**src/rtl/hilo_muldiv_ctrl.sv**
```systemverilog
// -----------------------------------------------------------------------------
// hilo_muldiv_ctrl
//
// Iterative multiply/divide sequencer that owns the HI/LO register pair of the
// MIPS CPU. MULT/MULTU/DIV/DIVU run one bit per cycle on operand magnitudes
// (shift-add multiply, restoring divide). A final fix-up cycle applies the
// sign correction and writes HI/LO. busy stalls HI/LO users and the next
// mul/div until the result lands; done pulses for one cycle when it has.
//
// Ports
//   clk     system clock
//   reset   synchronous, active-high reset (abandons any op, clears HI/LO)
//   start   launch op; sampled only while busy=0
//   op      00 MULT, 01 MULTU, 10 DIV, 11 DIVU
//   rs_val  multiplicand / dividend
//   rt_val  multiplier / divisor
//   mthi    write wdata to HI (ignored while busy or when start is high)
//   mtlo    write wdata to LO (ignored while busy or when start is high)
//   wdata   MTHI/MTLO data
//   busy    operation in flight
//   done    one-cycle pulse: HI/LO hold the new result
//   hi      HI register (remainder / product upper half)
//   lo      LO register (quotient / product lower half)
//
// Build option
//   MULDIV_FAST_DIVZERO_EN : DIV/DIVU with rt_val=0 skips the iterations and
//   goes straight to the fix-up cycle (done two cycles after start). The
//   HI/LO values are the same as the full-length sequence produces.
// -----------------------------------------------------------------------------
module hilo_muldiv_ctrl #(
   parameter int WIDTH = 32
) (
   input  logic             clk,
   input  logic             reset,
   input  logic             start,
   input  logic [1:0]       op,
   input  logic [WIDTH-1:0] rs_val,
   input  logic [WIDTH-1:0] rt_val,
   input  logic             mthi,
   input  logic             mtlo,
   input  logic [WIDTH-1:0] wdata,
   output logic             busy,
   output logic             done,
   output logic [WIDTH-1:0] hi,
   output logic [WIDTH-1:0] lo
);

   localparam int CW = $clog2(WIDTH + 1);

   typedef enum logic [1:0] {
      ST_IDLE = 2'd0,
      ST_ITER = 2'd1,
      ST_FIX  = 2'd2
   } state_t;

   state_t               state_reg, state_next;
   logic [CW-1:0]        cnt_reg, cnt_next;
   // Multiply: {partial product upper half, remaining multiplier bits}.
   // Divide:   {partial remainder, dividend bits shifting out / quotient in}.
   logic [2*WIDTH-1:0]   acc_reg, acc_next;
   // Multiplicand magnitude for multiply, divisor magnitude for divide.
   logic [WIDTH-1:0]     opnd_reg, opnd_next;
   logic                 is_div_reg, is_div_next;
   logic                 neg_res_reg, neg_res_next;
   logic                 neg_rem_reg, neg_rem_next;
   logic                 done_reg, done_next;
   logic [WIDTH-1:0]     hi_reg, hi_next;
   logic [WIDTH-1:0]     lo_reg, lo_next;

   // Operand magnitudes (signed ops only; unsigned ops pass raw values).
   logic                 signed_op;
   logic                 rs_neg, rt_neg;
   logic [WIDTH-1:0]     rs_mag, rt_mag;

   // One iteration of each datapath.
   logic [WIDTH:0]       mul_sum;
   logic [2*WIDTH-1:0]   mul_step;
   logic [WIDTH:0]       rem_shift;
   logic [WIDTH:0]       rem_diff;
   logic [2*WIDTH-1:0]   div_step;

   // Sign-corrected results.
   logic [2*WIDTH-1:0]   prod_fix;
   logic [WIDTH-1:0]     quo_fix, rem_fix;

   assign signed_op = ~op[0];
   assign rs_neg    = signed_op & rs_val[WIDTH-1];
   assign rt_neg    = signed_op & rt_val[WIDTH-1];
   assign rs_mag    = rs_neg ? (~rs_val + 1'b1) : rs_val;
   assign rt_mag    = rt_neg ? (~rt_val + 1'b1) : rt_val;

   // Shift-add: add the multiplicand into the upper half when the current
   // multiplier LSB is set, then shift the whole accumulator right, keeping
   // the carry out of the add as the new MSB.
   assign mul_sum  = {1'b0, acc_reg[2*WIDTH-1:WIDTH]}
                   + (acc_reg[0] ? {1'b0, opnd_reg} : {(WIDTH+1){1'b0}});
   assign mul_step = {mul_sum, acc_reg[WIDTH-1:1]};

   // Restoring divide: bring the next dividend bit into the remainder and try
   // to subtract the divisor. The remainder stays below the divisor, so the
   // shifted value fits WIDTH+1 bits and bit WIDTH of the difference is an
   // exact "went negative" flag.
   assign rem_shift = {acc_reg[2*WIDTH-1:WIDTH], acc_reg[WIDTH-1]};
   assign rem_diff  = rem_shift - {1'b0, opnd_reg};
   assign div_step  = rem_diff[WIDTH]
                    ? {rem_shift[WIDTH-1:0], acc_reg[WIDTH-2:0], 1'b0}
                    : {rem_diff[WIDTH-1:0],  acc_reg[WIDTH-2:0], 1'b1};

   // A divisor of zero naturally yields quotient all-ones and remainder equal
   // to the dividend magnitude, which after sign fix-up gives hi=rs_val.
   assign prod_fix = neg_res_reg ? (~acc_reg + 1'b1) : acc_reg;
   assign quo_fix  = neg_res_reg ? (~acc_reg[WIDTH-1:0] + 1'b1)
                                 : acc_reg[WIDTH-1:0];
   assign rem_fix  = neg_rem_reg ? (~acc_reg[2*WIDTH-1:WIDTH] + 1'b1)
                                 : acc_reg[2*WIDTH-1:WIDTH];

   always_comb begin
      state_next   = state_reg;
      cnt_next     = cnt_reg;
      acc_next     = acc_reg;
      opnd_next    = opnd_reg;
      is_div_next  = is_div_reg;
      neg_res_next = neg_res_reg;
      neg_rem_next = neg_rem_reg;
      done_next    = 1'b0;
      hi_next      = hi_reg;
      lo_next      = lo_reg;

      case (state_reg)
         ST_IDLE: begin
            if (start) begin
               is_div_next  = op[1];
               neg_res_next = rs_neg ^ rt_neg;
               neg_rem_next = rs_neg;
               cnt_next     = CW'(WIDTH);
               state_next   = ST_ITER;
               if (op[1]) begin
                  acc_next  = {{WIDTH{1'b0}}, rs_mag};
                  opnd_next = rt_mag;
`ifdef MULDIV_FAST_DIVZERO_EN
                  if (rt_val == '0) begin
                     // Preload what the iterations would have produced.
                     acc_next   = {rs_mag, {WIDTH{1'b1}}};
                     state_next = ST_FIX;
                  end
`endif
               end else begin
                  acc_next  = {{WIDTH{1'b0}}, rt_mag};
                  opnd_next = rs_mag;
               end
            end else begin
               // start has priority; MTHI/MTLO only land when no op launches.
               if (mthi) begin
                  hi_next = wdata;
               end
               if (mtlo) begin
                  lo_next = wdata;
               end
            end
         end

         ST_ITER: begin
            acc_next = is_div_reg ? div_step : mul_step;
            cnt_next = cnt_reg - 1'b1;
            if (cnt_reg == CW'(1)) begin
               state_next = ST_FIX;
            end
         end

         ST_FIX: begin
            if (is_div_reg) begin
               hi_next = rem_fix;
               lo_next = quo_fix;
            end else begin
               hi_next = prod_fix[2*WIDTH-1:WIDTH];
               lo_next = prod_fix[WIDTH-1:0];
            end
            done_next  = 1'b1;
            state_next = ST_IDLE;
         end

         default: begin
            state_next = ST_IDLE;
         end
      endcase
   end

   always_ff @(posedge clk) begin
      if (reset) begin
         state_reg   <= ST_IDLE;
         cnt_reg     <= '0;
         acc_reg     <= '0;
         opnd_reg    <= '0;
         is_div_reg  <= 1'b0;
         neg_res_reg <= 1'b0;
         neg_rem_reg <= 1'b0;
         done_reg    <= 1'b0;
         hi_reg      <= '0;
         lo_reg      <= '0;
      end else begin
         state_reg   <= state_next;
         cnt_reg     <= cnt_next;
         acc_reg     <= acc_next;
         opnd_reg    <= opnd_next;
         is_div_reg  <= is_div_next;
         neg_res_reg <= neg_res_next;
         neg_rem_reg <= neg_rem_next;
         done_reg    <= done_next;
         hi_reg      <= hi_next;
         lo_reg      <= lo_next;
      end
   end

   assign busy = (state_reg != ST_IDLE);
   assign done = done_reg;
   assign hi   = hi_reg;
   assign lo   = lo_reg;

endmodule
```
**config.mk**
```make
export PLATFORM = sky130hd
export DESIGN_NAME = hilo_muldiv_ctrl
export DESIGN_NICKNAME = d
export VERILOG_FILES = /design/src/rtl/hilo_muldiv_ctrl.sv
export SDC_FILE = /design/constraint.sdc
export NUM_CORES = 1
export LEC_CHECK = 0
export BUFFER_PORTS_ARGS = -buffer_cell sky130_fd_sc_hd__buf_2
export CORE_UTILIZATION = 30
export DETAILED_ROUTE_END_ITERATION = 10
export GPL_TIMING_DRIVEN = 0
export PLACE_DENSITY = 0.57
export SETUP_SLACK_MARGIN = 0.15
export SLEW_MARGIN = 20
export SYNTH_ARGS = -nofsm -noshare
export SYNTH_HDL_FRONTEND = slang
export SYNTH_SLANG_ARGS = --single-unit
```
**constraint.sdc**
```tcl
create_clock -name clk -period 10.4 [get_ports clk]
set_input_delay 1.04 -clock clk [delete_from_list [all_inputs] [get_ports clk]]
set_output_delay 1.04 -clock clk [all_outputs]
set_load 0.005 [all_outputs]
```
==> impl_metrics.yaml, run 1 <==
run_status:
  status: "complete, no violations"
setup_path:
  r2r_slack_ns: 5.18
  max_stage_delay_ns: 0.70
  path_class: "reg2reg"
  critPathSlowestCell: "o21ai_0"
  worst_ep_required_time_ns: 10.81
  startpoint: "acc_reg[32]"
  worstPathMaxFanout: 10
  end_kind: "register"
  path_cells: "clkbuf_1 -> inv_1 -> fa_1 -> nand2b_1 -> a21oi_1 -> o21ai_0 -> o21ai_0 -> a31oi_1 -> xnor2_1 -> buf_2 -> nand2_1 -> nor3_1 -> o31a_1"
  start_kind: "register"
  arrival_ns: 5.63
  r2r_end: "acc_reg[59]"
  r2r_start: "acc_reg[32]"
  crit_top_cell: "o21ai_0"
  reg2reg_depth: 13
  path_buf_inv: 3
  critical_path.top_delay_family: "compound AO/OA/AOI/OAI gates"
synth:
  synth_ff_type: "dfxtp_1"
  yosysWarnings: 0
  async_reset_ff_share_pct: 0
  avgSynthCellArea_um2: 7.50
  ys_ff_latch: 172
  yosysSeqAreaShare_pct: 23.7
  syn_inst: 1937
  ys_types: 71
  syn_area_um2: 14500
  synth-edff-count: 0
  syn-num-nets: 2112
finish:
  drive_gt1_share_pct: 11.0
  fillers: 5151
  layout.cells.non_filler: 2751
  largest_register_ffs: 64
  area_delta_synth_final_pct: 15.1
  diodes: 0
  final_nets: 2298
placement:
  portBuffers: 167
  dp.final_hpwl_mm: 49.4
  place_congestion: 0.915
  dp.cells: 2719
timing:
  final.setup.tns_ns: 0
  drv_slew: 0
  relSlewSlack_pct: 34.3
  period_minus_slack_ns: 5.22
  skew_ns: 0.0195
  max_freq_ghz: 0.191
  holdWs_ns: 0.455
  setup_viol: 0
  timing.final.crit_share_pct: 50.2
  hold_violations: 0
  worst_pin_slew_ns: 0.961
  grt_setup_unrepaired: "false"
hold_path:
  whs_path_depth: 2
  min_to: "opnd_reg[25]"
  hp-class: "reg2reg"
  hold_start: "opnd_reg[25]"
clocking:
  insertion_delay_ns: 0.47
  cts_made_buffers: 17
  htree_levels: 4
  clk_pin_slew_ns: 0.08
  clock_path_buffers: 2
  cts_root_buf: "clkbuf_16"
  cts_resized: 0
  cts_sinks: 172
  cts_tree: "yes"
  post_cts_buffers: 0
  holdBufCountCts: 0
floorplanning:
  die_area_um2: 49300
  rows: 80
  fp.dieH_um: 222
  io-pin-count: 169
  core-area_um2: 47700
  initial_core_util_pct: 30.4
  dieWidth_um: 222
power_and_ir_drop:
  power.leakage_uw: 0.00660
  vdd_ir_drop_max_uv: 118
  cellPowerDensity_nw_per_um2: 130
detailed_routing:
  wl_met3_mm: 4.70
  drt-total-wl_mm: 60.7
  dr.pass1.iters: 6
  drc: 0
  top_layer_used: "met4"
  post_drt_via_cell_ratio: 5.72
  vias: 15747
  wire_per_inst_um: 22.1
  wl_met2_mm: 26.0
  wl_met1_mm: 28.3
  antenna_left: 0
  drt-initial-drc-count: 1455
global_route:
  grt_pass1_vias: 14601
  grt_antenna_before_repair: 1
  grt_util_all_layers_pct: 23.9
  grt_start_max_net_pins: 20
  overflow: 0
  grt_pass1_wl_mm: 89.9
job:
  cap_violations: 0
-- how the worst max path moves through the flow --
stage	to	slack [ns]	cells past startpoint
2_1_floorplan	opnd_reg[31]	7.00	8
3_3_place_gp	acc_reg[59]	5.26	13
3_5_place_dp	acc_reg[59]	5.26	13
4_1_cts	acc_reg[59]	5.24	13
5_1_grt	acc_reg[59]	4.90	13
6_report	acc_reg[59]	5.18	13
-- cell usage in the layout (no fill, tap or decap), types with 15 or more instances in the layout --
| cell | n |
|---|---|
| a211oi_1 | 108 |
| a21o_1 | 16 |
| a21oi_1 | 172 |
| a22oi_1 | 18 |
| a31oi_1 | 16 |
| buf_1 | 19 |
| buf_2 | 174 |
| clkbuf_1 | 111 |
| clkbuf_16 | 17 |
| dfxtp_1 | 172 |
| ha_1 | 70 |
| inv_1 | 65 |
| mux2i_1 | 109 |
| nand2_1 | 145 |
| nand2b_1 | 28 |
| nand3_1 | 23 |
| nor2_1 | 239 |
| nor2b_1 | 16 |
| nor3_1 | 42 |
| nor4_1 | 24 |
| o211ai_1 | 24 |
| o21ai_0 | 103 |
| o31ai_1 | 21 |
| o41ai_1 | 16 |
| or3_1 | 28 |
| or4_1 | 15 |
| xnor2_1 | 97 |
| xor2_1 | 66 |
-- worst register-to-register path: cells and delay by family, from the launching register on --
family / cells / cell delay, ns
flip-flops: 1 / 0.40
AND/OR/NAND/NOR: 3 / 0.86
AO/OA/AOI/OAI: 5 / 2.11
buffers and inverters: 3 / 0.93
XOR/XNOR: 1 / 0.43
adder cells (fa/ha/maj): 1 / 0.46
-- power breakdown --
group | leakage [uW] | switching, uW | internal [uW]
registers | 0.00141 | 54.2 | 705
clock network | 0.000286 | 343 | 325
logic | 0.00490 | 480 | 270
total | 0.00660 | 877 | 1300
-- final cells by class --
class | count | area [um2] | share of cell area, %
multi-input cells | 1563 | 10300 | 61.6
flip-flops and latches | 172 | 3440 | 20.6
repair buffers | 167 | 836 | 5.00
well taps | 615 | 769 | 4.60
plain buffers | 137 | 531 | 3.17
clock buffers | 18 | 429 | 2.56
inverters | 65 | 244 | 1.46
clock inverters | 14 | 166 | 0.995
-- synth_stat cells (65+ instances only) --
| cell type | number | area [um2] |
|---|---|---|
| dfxtp_1 | 172 | 3440 |
| a21oi_1 | 172 | 861 |
| nor2_1 | 239 | 897 |
| o21ai_0 | 103 | 515 |
| mux2i_1 | 109 | 1090 |
| xnor2_1 | 97 | 850 |
| a211oi_1 | 108 | 811 |
| xor2_1 | 66 | 578 |
| clkbuf_1 | 110 | 413 |
| ha_1 | 70 | 876 |
| nand2_1 | 145 | 544 |
| inv_1 | 65 | 244 |
-- through the flow --
step / total power [uW] / setup WS (ns) / cell area, um2 / utilization, %
after floorplan: 1250 / 7.00 / 14500 / -
after global placement: 1500 / 5.26 / 16100 / 33.8
after detailed placement: 1510 / 5.26 / 16100 / 33.8
after CTS: 2170 / 5.24 / 16700 / 35.0
after global routing: 2270 / 4.90 / 16700 / 35.0
final: 2180 / 5.18 / 16700 / 35.0
-- cell families (layout without fill, tap and decap cells) --
group,Yosys count,count (layout),synth area share (%)
flip-flops,172,172,23.7
XOR/XNOR,163,163,9.82
multiplexers,115,115,7.97
AO/OA/AOI/OAI,596,596,26.8
AND/OR/NAND/NOR,617,617,20.1
buffers and inverters,202,401,5.33
adder cells (fa/ha/maj),72,72,6.30
-- routing by layer --
layer / vias up / global-route usage [%]
met5: - / 0
met3: 78 / 3.68
met2: 726 / 36.2
met4: 0 / 8.02
li1: 7438 / -
met1: 7505 / 34.1
Power figures use the tool's default switching activity.
==> inputs of run 2 (changes only) <==
==> constraint.sdc (replaced) <==
create_clock -name clk -period 5.2 [get_ports clk]
set_input_delay 0.52 -clock clk [delete_from_list [all_inputs] [get_ports clk]]
set_output_delay 0.52 -clock clk [all_outputs]
set_load 0.005 [all_outputs]
==> run 2 against run 1 <==
Effect of this change:
- clock skew down 0.0018 ns
- worst hold slack got worse by 0.035 ns
- clock-buffer cell count stayed put
- critical path depth stayed put
- sequential power increased by 100%
- sequential share of layout area is essentially flat
- non-clock buffer count did not move
- register-to-register slack lost 4.7 ns
- design area about the same
- highest routed layer unchanged
- routed wire length barely moved
- global-route usage unchanged
- critical endpoint is now acc_reg[51]
- die area is the same
==> impl_metrics.yaml, run 2 (synthesized netlist as in run 1, its figures left out) <==
run_status:
  status: "complete, no violations"
timing:
  final.setup.tns_ns: 0
  period_minus_slack_ns: 4.70
  skew_ns: 0.0178
  timing.final.crit_share_pct: 90.3
  max_freq_ghz: 0.213
  relSlewSlack_pct: 33.8
  setup_viol: 0
  hold_violations: 0
  grt_setup_unrepaired: "false"
  holdWs_ns: 0.420
  drv_slew: 0
  worst_slack_ns: 0.502
  worst_pin_slew_ns: 0.968
clocking:
  clock_path_buffers: 2
  holdBufCountCts: 0
  cts_root_buf: "clkbuf_16"
  htree_levels: 4
  cts_sinks: 172
  clk_pin_slew_ns: 0.09
  cts_made_buffers: 17
  cts_tree: "yes"
  insertion_delay_ns: 0.46
floorplanning:
  fp.dieH_um: 222
  initial_core_util_pct: 30.4
  die_area_um2: 49300
  rows: 80
  dieWidth_um: 222
  io-pin-count: 169
  core-area_um2: 47700
power_and_ir_drop:
  vdd_ir_drop_max_uv: 237
  power.leakage_uw: 0.00660
  cellPowerDensity_nw_per_um2: 260
job:
  cap_violations: 0
setup_path:
  arrival_ns: 5.05
  start_kind: "register"
  r2r_start: "acc_reg[32]"
  reg2reg_depth: 13
  r2r_slack_ns: 0.50
  worstPathMaxFanout: 10
  startpoint: "acc_reg[32]"
  worst_ep_required_time_ns: 5.55
  r2r_end: "acc_reg[51]"
  endpoint: "acc_reg[51]"
  end_kind: "register"
  path_class: "reg2reg"
finish:
  final_common_cell: "nor2_1"
  drive_gt1_share_pct: 11.1
  largest_register_ffs: 64
  layout_common_cells: "239 x nor2_1, 174 x buf_2, 172 x a21oi_1, 172 x dfxtp_1, 145 x nand2_1"
  diodes: 0
  final_nets: 2298
  fin_util_pct: 35.1
  area_delta_synth_final_pct: 15.2
placement:
  dp_slack_ns: 0.0593
  portBuffers: 167
  place_congestion: 0.915
  dp.final_hpwl_mm: 49.4
global_route:
  grt_pass1_wl_mm: 89.9
  overflow: 0
  grt_start_max_net_pins: 20
  grt_pass1_vias: 14601
  grt_util_all_layers_pct: 23.9
  grt_antenna_before_repair: 1
detailed_routing:
  drc: 0
  post_drt_via_cell_ratio: 5.72
  drt-total-wl_mm: 60.7
  vias: 15732
  dr.pass1.iters: 6
  wire_per_inst_um: 22.1
  drt-initial-drc-count: 1464
  antenna_left: 0
hold_path:
  hp-class: "in2reg"
[run 2: cell count changes in the layout (fill, tap and decap cells not counted)]
cell / previous run / this run
o21ai_0: 103 / 102
nor3_2: 0 / 1
o21ai_2: 1 / 2
nor3_1: 42 / 41
[run 2: worst min path at each step]
stage	end	start	cells after the start
after global routing	hi[20]	wdata[20]	3
after global placement	opnd_reg[21]	opnd_reg[21]	2
after floorplan	opnd_reg[21]	opnd_reg[21]	2
final	hi[31]	wdata[31]	3
after detailed placement	opnd_reg[15]	opnd_reg[15]	2
after CTS	hi[31]	wdata[31]	3
[run 2: worst max-delay path, stage by stage, from the launching register on]
cell and delay (ns):
dfxtp_1 0.39, clkbuf_1 0.32, inv_1 0.20, fa_1 0.46, nand2b_1 0.20, a21oi_1 0.35, o21ai_0 0.41, o21ai_2 0.40
a31oi_1 0.34, xnor2_1 0.41, buf_2 0.40, nand2_1 0.18, nor4b_1 0.41, o21ai_0 0.13
[run 2: area by class of cell]
class / count / area (um2)
inverter: 65 / 244
tap: 615 / 769
multi-input combinational: 1563 / 10300
sequential: 172 / 3440
buffer: 137 / 531
fill: 5149 / 31000
clock inverter: 14 / 166
timing repair buffer: 167 / 836
clock buffer: 18 / 429
[run 2: timing repair]
| item | 4_1_cts | 5_1_grt |
|---|---|---|
| gates resized for setup | 1 | 2 |
| gates cloned | 0 | 0 |
| setup buffers | 0 | 0 |
| setup endpoints to repair | 2 | 9 |
| pin swaps | 0 | 0 |
[run 2: power by group]
part / switching (uW) / total [uW] / internal, uW
clock: 687 / 1340 / 650
combinational: 962 / 1500 / 540
sequential: 109 / 1520 / 1410
[run 2: metrics by stage]
stage | std cells | instance area, um2 | power, uW
after global placement | 2719 | 16100 | 3000
after detailed placement | 2719 | 16100 | 3010
after CTS | 2751 | 16700 | 4340
final | 2751 | 16700 | 4360
after global routing | 2751 | 16700 | 4550
after floorplan | 1937 | 14500 | 2490
[run 2: per-layer routing]
layer  vias to the layer above  GRT usage [%]  share of wire (%)
met1                      7499           34.1                 46
li1                       7438              -                  -
met4                         0           8.02                2.7
met2                       717           36.2                 43
met3                        78           3.68                8.0
met5                         -              0                  0
==> inputs of run 3 (changes only) <==
==> constraint.sdc (replaced) <==
create_clock -name clk -period 5.5 [get_ports clk]
set_input_delay 0.55 -clock clk [delete_from_list [all_inputs] [get_ports clk]]
set_output_delay 0.55 -clock clk [all_outputs]
set_load 0.005 [all_outputs]
==> run 3 against run 2 <==
Effect of this change:
- worst setup slack improved by 0.026 ns
- routed wire length decreased by 0.11%
- sequential power decreased by 5%
- cell count unchanged
- worst hold slack improved by 0.034 ns
- clock-buffer cell count unchanged
- register-to-register slack improved by 0.03 ns
- via count increased by 0.20%
- maximum frequency decreased by 5.5%
- sequential cell count unchanged
- first-iteration DRC count decreased by 0.34%
- largest cell class unchanged
- largest power group unchanged
==> impl_metrics.yaml, run 3 (synthesized netlist as in run 1, its figures left out) <==
clocking:
  clock_path_buffers: 2
  post_cts_buffers: 0
  holdBufCountCts: 0
  insertion_delay_ns: 0.47
  cts_root_buf: "clkbuf_16"
  cts_sinks: 172
  cts_tree: "yes"
  clk_pin_slew_ns: 0.08
  htree_levels: 4
  cts_made_buffers: 17
detailed_routing:
  drt-initial-drc-count: 1459
  dr.pass1.iters: 6
  drc: 0
  antenna_left: 0
  wire_per_inst_um: 22.1
  vias: 15763
  drt-total-wl_mm: 60.7
  post_drt_via_cell_ratio: 5.73
floorplanning:
  initial_core_util_pct: 30.4
  die_area_um2: 49300
  core-area_um2: 47700
  io-pin-count: 169
  rows: 80
  fp.dieH_um: 222
  dieWidth_um: 222
setup_path:
  r2r_slack_ns: 0.53
  arrival_ns: 5.38
  worst_ep_required_time_ns: 5.91
  endpoint: "acc_reg[59]"
  r2r_start: "acc_reg[32]"
  path_class: "reg2reg"
  start_kind: "register"
  reg2reg_depth: 13
  worstPathMaxFanout: 10
  startpoint: "acc_reg[32]"
  r2r_end: "acc_reg[59]"
  end_kind: "register"
power_and_ir_drop:
  p_total_uw: 4120
  cellPowerDensity_nw_per_um2: 246
  power.leakage_uw: 0.00660
  vdd_ir_drop_max_uv: 224
timing:
  skew_ns: 0.0186
  grt_setup_unrepaired: "false"
  worst_pin_slew_ns: 0.961
  drv_slew: 0
  worst_slack_ns: 0.529
  period_minus_slack_ns: 4.97
  hold_violations: 0
  max_freq_ghz: 0.201
  setup_viol: 0
  relSlewSlack_pct: 34.3
  timing.final.crit_share_pct: 90.4
  holdWs_ns: 0.454
  final.setup.tns_ns: 0
run_status:
  status: "complete, no violations"
global_route:
  grt_pass1_wl_mm: 89.9
  grt_util_all_layers_pct: 23.9
  grt_pass1_vias: 14601
  overflow: 0
  grt_antenna_before_repair: 1
  grt_start_max_net_pins: 20
finish:
  fin_util_pct: 35.0
  layout_common_cells: "239 x nor2_1, 174 x buf_2, 172 x a21oi_1, 172 x dfxtp_1, 145 x nand2_1"
  area_delta_synth_final_pct: 15.1
  largest_register_ffs: 64
  final_common_cell: "nor2_1"
  drive_gt1_share_pct: 11.0
  diodes: 0
  final_nets: 2298
placement:
  place_congestion: 0.915
  dp.final_hpwl_mm: 49.4
  portBuffers: 167
  dp_slack_ns: 0.359
hold_path:
  hp-class: "in2reg"
  hold_start: "wdata[31]"
job:
  cap_violations: 0
[run 3: power breakdown]
group	internal, uW	switching [uW]
sequential	1330	103
combinational	510	908
clock	614	649
[run 3: how the worst min path moves through the flow]
stage / cells after the start / slack, ns / endpoint
floorplan: 2 / 0.43 / opnd_reg[21]
detailed placement: 2 / 0.45 / opnd_reg[15]
global route: 3 / 0.44 / hi[20]
finish: 3 / 0.45 / hi[31]
CTS: 3 / 0.44 / hi[31]
global placement: 2 / 0.44 / opnd_reg[21]
[run 3: layout make-up]
| cell class | count | area (um2) |
|---|---|---|
| multi-input cells | 1563 | 10300 |
| plain buffers | 137 | 531 |
| clock inverters | 14 | 166 |
| repair buffers | 167 | 836 |
| well taps | 615 | 769 |
| fillers | 5151 | 31000 |
| clock buffers | 18 | 429 |
| inverters | 65 | 244 |
| flip-flops and latches | 172 | 3440 |
[run 3: repair_timing]
item | CTS | global route
resized for setup | 0 | 1
endpoints found under the hold margin | 0 | 0
endpoints found under the setup margin | 0 | 3
[run 3: layer usage]
metal | track usage [%] | wire length (um)
met5 | 0 | 0
met4 | 8.02 | 1700
met3 | 3.68 | 4770
met2 | 36.2 | 25900
met1 | 34.1 | 28300
[run 3: through the flow]
step	area (um2)	std cells
5_1_grt	16700	2751
2_1_floorplan	14500	1937
3_3_place_gp	16100	2719
6_report	16700	2751
4_1_cts	16700	2751
3_5_place_dp	16100	2719
[run 3: critical path: stages, from the launching register on]
cell and delay, ns:
dfxtp_1 0.40, clkbuf_1 0.33, inv_1 0.21, fa_1 0.46, nand2b_1 0.20, a21oi_1 0.35, o21ai_0 0.39, o21ai_1 0.51
a31oi_1 0.40, xnor2_1 0.41, buf_2 0.39, nand2_1 0.17, nor3_1 0.49, o31a_1 0.21
